==> src/rtl/apb_arb_pkg.sv <==
// Shared types and default widths for the APB master arbiter.
// The ACCESS-phase timeout counter width is fixed here; the feature itself is gated by APB_ARB_TIMEOUT_EN.
package apb_arb_pkg;

    typedef enum logic [1:0] {
        IDLE   = 2'd0,
        SETUP  = 2'd1,
        ACCESS = 2'd2
    } apb_arb_state_e;

    localparam int DEF_NUM_REQ = 2;
    localparam int DEF_ADDR_W  = 16;
    localparam int DEF_DATA_W  = 16;
    localparam int DEF_SEL_W   = 16;
    localparam int DEF_TIMEOUT = 255;
    localparam int TO_CNT_W    = 16;

    // Index width that never collapses to zero bits.
    function automatic int idx_w(input int n);
        return (n > 1) ? $clog2(n) : 1;
    endfunction

endpackage

==> src/rtl/apb_rr_picker.sv <==
// Combinational round-robin picker: first valid requester after last_grant, wrapping.
module apb_rr_picker #(
    parameter int NUM_REQ = 2,
    parameter int IDX_W   = 1
) (
    input  logic [NUM_REQ-1:0] req_valid,
    input  logic [IDX_W-1:0]   last_grant,
    output logic               grant_valid,
    output logic [IDX_W-1:0]   grant_idx
);

    logic [IDX_W-1:0] cand;

    // Walk from farthest to nearest so the requester right after last_grant overrides the others.
    always_comb begin
        grant_valid = 1'b0;
        grant_idx   = '0;
        cand        = '0;
        for (int k = NUM_REQ; k >= 1; k--) begin
            cand = IDX_W'((int'(last_grant) + k) % NUM_REQ);
            if (req_valid[cand]) begin
                grant_valid = 1'b1;
                grant_idx   = cand;
            end
        end
    end

endmodule

==> src/rtl/apb_master_arbiter.sv <==
// Round-robin arbiter sharing one APB master port between NUM_REQ requesters.
// Define APB_ARB_TIMEOUT_EN to abort ACCESS phases that wait TIMEOUT cycles for PREADY.
module apb_master_arbiter
    import apb_arb_pkg::*;
#(
    parameter int NUM_REQ = DEF_NUM_REQ,
    parameter int ADDR_W  = DEF_ADDR_W,
    parameter int DATA_W  = DEF_DATA_W,
    parameter int SEL_W   = DEF_SEL_W,
    parameter int TIMEOUT = DEF_TIMEOUT
) (
    input  logic                            PCLK,
    input  logic                            PRESET,
    input  logic [NUM_REQ-1:0]              req_valid,
    output logic [NUM_REQ-1:0]              req_ready,
    input  logic [NUM_REQ*ADDR_W-1:0]       req_addr,
    input  logic [NUM_REQ-1:0]              req_wr,
    input  logic [NUM_REQ*DATA_W-1:0]       req_wdata,
    input  logic [NUM_REQ*idx_w(SEL_W)-1:0] req_sel,
    output logic [NUM_REQ-1:0]              rsp_valid,
    output logic [DATA_W-1:0]               rsp_rdata,
    output logic                            rsp_err,
    output logic [ADDR_W-1:0]               PADDR,
    output logic [DATA_W-1:0]               PWDATA,
    output logic [SEL_W-1:0]                PSEL,
    output logic                            PENABLE,
    output logic                            PWRITE,
    input  logic [DATA_W-1:0]               PRDATA,
    input  logic                            PREADY
);

    localparam int IDX_W  = idx_w(NUM_REQ);
    localparam int SIDX_W = idx_w(SEL_W);

    apb_arb_state_e    state, state_nx;
    logic              grant_valid;
    logic [IDX_W-1:0]  grant_idx;
    logic [IDX_W-1:0]  last_grant;
    logic [IDX_W-1:0]  owner;
    logic              accept, done, abort, to_hit;

    logic [ADDR_W-1:0] addr_arr  [NUM_REQ];
    logic [DATA_W-1:0] wdata_arr [NUM_REQ];
    logic [SIDX_W-1:0] sel_arr   [NUM_REQ];

    logic [ADDR_W-1:0]  paddr_q;
    logic [DATA_W-1:0]  pwdata_q;
    logic               pwrite_q;
    logic [SIDX_W-1:0]  sel_q;
    logic [NUM_REQ-1:0] rsp_valid_q;
    logic [DATA_W-1:0]  rsp_rdata_q;

    for (genvar i = 0; i < NUM_REQ; i++) begin : g_unpack
        assign addr_arr[i]  = req_addr[i*ADDR_W +: ADDR_W];
        assign wdata_arr[i] = req_wdata[i*DATA_W +: DATA_W];
        assign sel_arr[i]   = req_sel[i*SIDX_W +: SIDX_W];
    end

    apb_rr_picker #(
        .NUM_REQ (NUM_REQ),
        .IDX_W   (IDX_W)
    ) u_picker (
        .req_valid   (req_valid),
        .last_grant  (last_grant),
        .grant_valid (grant_valid),
        .grant_idx   (grant_idx)
    );

    always_ff @(posedge PCLK or posedge PRESET) begin
        if (PRESET) begin
            state <= IDLE;
        end else begin
            state <= state_nx;
        end
    end

    always_comb begin
        state_nx  = state;
        accept    = 1'b0;
        done      = 1'b0;
        abort     = 1'b0;
        req_ready = '0;
        case (state)
            IDLE: begin
                if (grant_valid) begin
                    accept               = 1'b1;
                    req_ready[grant_idx] = 1'b1;
                    state_nx             = SETUP;
                end
            end
            SETUP: begin
                state_nx = ACCESS;
            end
            ACCESS: begin
                if (PREADY) begin
                    done     = 1'b1;
                    state_nx = IDLE;
                end else if (to_hit) begin
                    abort    = 1'b1;
                    state_nx = IDLE;
                end
            end
            default: begin
                state_nx = IDLE;
            end
        endcase
    end

    // Requester fields are captured only in the accept cycle; the bus is driven from these copies.
    always_ff @(posedge PCLK or posedge PRESET) begin
        if (PRESET) begin
            paddr_q    <= '0;
            pwdata_q   <= '0;
            pwrite_q   <= 1'b0;
            sel_q      <= '0;
            owner      <= '0;
            last_grant <= IDX_W'(NUM_REQ - 1);
        end else if (accept) begin
            paddr_q    <= addr_arr[grant_idx];
            pwdata_q   <= wdata_arr[grant_idx];
            pwrite_q   <= req_wr[grant_idx];
            sel_q      <= sel_arr[grant_idx];
            owner      <= grant_idx;
            last_grant <= grant_idx;
        end
    end

    always_ff @(posedge PCLK or posedge PRESET) begin
        if (PRESET) begin
            rsp_valid_q <= '0;
            rsp_rdata_q <= '0;
        end else begin
            rsp_valid_q <= '0;
            if (done || abort) begin
                rsp_valid_q[owner] <= 1'b1;
            end
            if (done) begin
                rsp_rdata_q <= pwrite_q ? '0 : PRDATA;
            end else if (abort) begin
                rsp_rdata_q <= '0;
            end
        end
    end

`ifdef APB_ARB_TIMEOUT_EN
    logic [TO_CNT_W-1:0] to_cnt;
    logic                rsp_err_q;

    // Cleared while in SETUP so it reads zero on the first ACCESS cycle.
    always_ff @(posedge PCLK or posedge PRESET) begin
        if (PRESET) begin
            to_cnt    <= '0;
            rsp_err_q <= 1'b0;
        end else begin
            rsp_err_q <= abort;
            if (state == SETUP) begin
                to_cnt <= '0;
            end else if (state == ACCESS && !PREADY) begin
                to_cnt <= to_cnt + 1'b1;
            end
        end
    end

    assign to_hit  = (to_cnt == TO_CNT_W'(TIMEOUT - 1));
    assign rsp_err = rsp_err_q;
`else
    logic unused_timeout;

    assign unused_timeout = (TIMEOUT != 0);
    assign to_hit         = 1'b0;
    assign rsp_err        = 1'b0;
`endif

    always_comb begin
        PSEL = '0;
        if (state != IDLE) begin
            PSEL[sel_q] = 1'b1;
        end
    end

    assign PENABLE   = (state == ACCESS);
    assign PADDR     = paddr_q;
    assign PWDATA    = pwdata_q;
    assign PWRITE    = pwrite_q;
    assign rsp_valid = rsp_valid_q;
    assign rsp_rdata = rsp_rdata_q;

endmodule

==> config.mk <==
export PLATFORM = sky130hd
export DESIGN_NAME = apb_master_arbiter
export DESIGN_NICKNAME = d
export VERILOG_FILES = /design/src/rtl/apb_arb_pkg.sv /design/src/rtl/apb_rr_picker.sv /design/src/rtl/apb_master_arbiter.sv
export SDC_FILE = /design/constraint.sdc
export NUM_CORES = 1
export LEC_CHECK = 0
export BUFFER_PORTS_ARGS = -buffer_cell sky130_fd_sc_hd__clkbuf_2
export CORE_MARGIN = 5
export CORE_UTILIZATION = 30
export CTS_CLUSTER_SIZE = 25
export DETAILED_ROUTE_END_ITERATION = 8
export REMOVE_ABC_BUFFERS = 1
export SKIP_LAST_GASP = 1
export SLEW_MARGIN = 40
export SYNTH_ARGS = -nofsm -noshare
export SYNTH_HDL_FRONTEND = slang
export SYNTH_SLANG_ARGS = --single-unit
==> constraint.sdc <==
create_clock -name PCLK -period 4.98 [get_ports PCLK]
set_input_delay 0.498 -clock PCLK [delete_from_list [all_inputs] [get_ports PCLK]]
set_output_delay 0.498 -clock PCLK [all_outputs]
set_load 0.02 [all_outputs]
==> results.toml <==
[drt]
vias_per_cell = 4.23
drc_errors = 0
wire_per_inst_um = 13.2
drt_wl_total_um = 7140
vias = 2290
ant_nets = 0
drt_iter0_drc = 84
first_pass_iters = 4

[power]
peakVddDrop_mv = 0.221
p_total_mw = 2.66
p_leak_nw = 2.33
power_density_nw_per_um2 = 615

[critical_path]
r2r-end = "PADDR[4]"
criticalPathCategory = "reg -> out"
critPathCaptureType = "output port"
path_cells = "a21bo_4, and2_1, clkbuf_2"
crit_fanout = 40
cpPeakStageDelay_ps = 640
slowest_stage = "a21bo_4"
cp.buffers_inverters = 1
worstPathRequired_ps = 4480
regToRegStartpoint = "last_grant"
startpoint_type = "register"
worst_ep_arrival_time_ps = 1920
r2r_cells = 3
rrSetupSlack_ps = 3030
critPathLaunch = "last_grant"
path_delay_family = "compound AO/OA/AOI/OAI gates"

[clocking]
clkTransAtPathRegs_ps = 70
cts_root_buffer = "clkbuf_8"
cts_num_sinks = 59
cts_buffers = 9
cts_resized = 0
tritoncts = "built"
cts_hold_buffers = 0
clk_latency_ps = 330
post_cts_buffers = 0
ctsHtreeMaxLevel = 3
clk_path_buf_depth = 2

[job]
cap_violations = 0

[sta]
fmaxAchievable_mhz = 413
fin_setup_tns_ps = 0
setup_viol = 0
finalClockSkew_ps = 11.1
drv_slew = 0
relSlewSlack_pct = 47.0
rsz0062_at_grt = "no"
tightestPinTransition_ps = 795
final.period_utilization_pct = 48.6
final-hold-violation-count = 0
period_minus_slack_ps = 2420

[outcome]
status = "finished clean"

[logic_synthesis]
ys_seq_area_share_pct = 46.4
synth_area_um2 = 3180
syn_area_per_cell_um2 = 13.4
synth_cells = 237
ys_warn_count = 0
ys_seq_elements = 59
yosysUniqueCellTypes = 28

[floorplan]
pin_count = 166
rows = 37
die_area_um2 = 12800
core_um2 = 10300
die_h_um = 113
die_x_um = 113
initial_core_util_pct = 30.8

[finish]
fin_nets = 496
fin_util_pct = 41.8
instances_no_fill = 542
n_antenna_cell = 0
drive_gt1_share_pct = 64.5
areaGrowthSynthToFinish_pct = 35.8
design_area_um2 = 4320

[place]
gp_congestion = 0.715
dp_hpwl_um = 5590
postPlaceCellArea_um2 = 4090
dp.cells = 526
portBuffers = 164

[global_route]
grt_use_total_pct = 11.2
antenna_found_initial = 0
grt_pass1_vias = 2400
grt-ovfl-total = 0
grt_pass1_wl_um = 11500
grt_max_degree = 60

[hold_path]
hp-class = "in -> async"
[flip-flops by register name (all words and copies together), names as in the netlist]
name,flops
PADDR,16
PWDATA,16
rsp_rdata,16
sel_q,4
rsp_valid,2
state,2
PWRITE,1
last_grant,1
owner,1
[worst min-delay path: stages]
cell and delay, ps:
clkbuf_2 90, inv_2 40, buf_6 400
[metal layers]
| metal | vias up | routed length, um | global-route usage, % |
|---|---|---|---|
| met2 | 100 | 3360 | 18.1 |
| met3 | 8 | 615 | 3.58 |
| met5 | - | 0 | 0 |
| met1 | 1049 | 3070 | 14.1 |
| li1 | 1133 | - | - |
| met4 | 0 | 90 | 4.09 |
[report_power, final]
group | leakage (nW) | switching (mW) | total, mW | internal, mW
logic | 1.50 | 0.667 | 1.31 | 0.641
clock network | 0.108 | 0.190 | 0.485 | 0.295
registers | 0.716 | 0.159 | 0.863 | 0.704
total | 2.33 | 1.02 | 2.66 | 1.64
[logic make-up after synthesis]
family,Yosys count,synth area share [%]
and+or+nand+nor,66,10.7
AOI/OAI and AO/OA,20,3.58
muxes,75,35.3
DFF,59,46.4
buffers and inverters,16,3.93
other,1,0.118
[worst max path at each step]
stage,end,slack (ps),depth (start not counted)
detailed placement,req_ready[0],2770,4
finish,req_ready[0],2560,3
global route,req_ready[0],2450,3
CTS,req_ready[0],2520,3
global placement,req_ready[0],2580,4
floorplan,req_ready[0],2800,3
[metrics by stage]
step | setup slack, ps | hold slack, ps
2_1_floorplan | 2800 | 417
3_3_place_gp | 2580 | 437
3_5_place_dp | 2770 | 456
4_1_cts | 2520 | 359
5_1_grt | 2450 | 311
6_report | 2560 | 251
[cell usage in the layout (no fill, tap or decap), drive strengths merged, types with 2 or more instances in the layout]
master / instances
clkbuf: 174
o21ai: 16
nand2: 17
buf: 3
nand2b: 18
clkinv: 2
nand3b: 3
nor3: 4
inv: 2
nor2: 18
clkinvlp: 2
dfrtp: 58
mux2: 75
bufinv: 2
[cell usage after synthesis, drive strengths merged]
cell type / instances / area (um2)
mux2: 75 / 1120
dfrtp: 58 / 1450
nand2b: 18 / 113
nor2: 18 / 83.8
nand2: 17 / 63.8
o21ai: 16 / 80.1
buf: 11 / 106
nor3: 4 / 20.0
clkbuf: 3 / 11.3
nand3b: 3 / 22.5
inv: 2 / 7.51
a21bo: 1 / 16.3
a21oi: 1 / 5.00
a31oi: 1 / 6.26
and2: 1 / 6.26
and3: 1 / 6.26
conb: 1 / 3.75
dfstp: 1 / 26.3
nand3: 1 / 5.00
nor2b: 1 / 6.26
o22ai: 1 / 6.26
or2: 1 / 6.26
or3: 1 / 6.26
[layout make-up]
type	instances	area (um2)
fillers	1030	6000
flip-flops and latches	59	1480
clock inverters	6	88.8
well taps	136	170
clock buffers	10	138
inverters	2	7.51
repair buffers	167	860
multi-input cells	162	1580
Note: power is estimated with default switching activity, not from simulation.
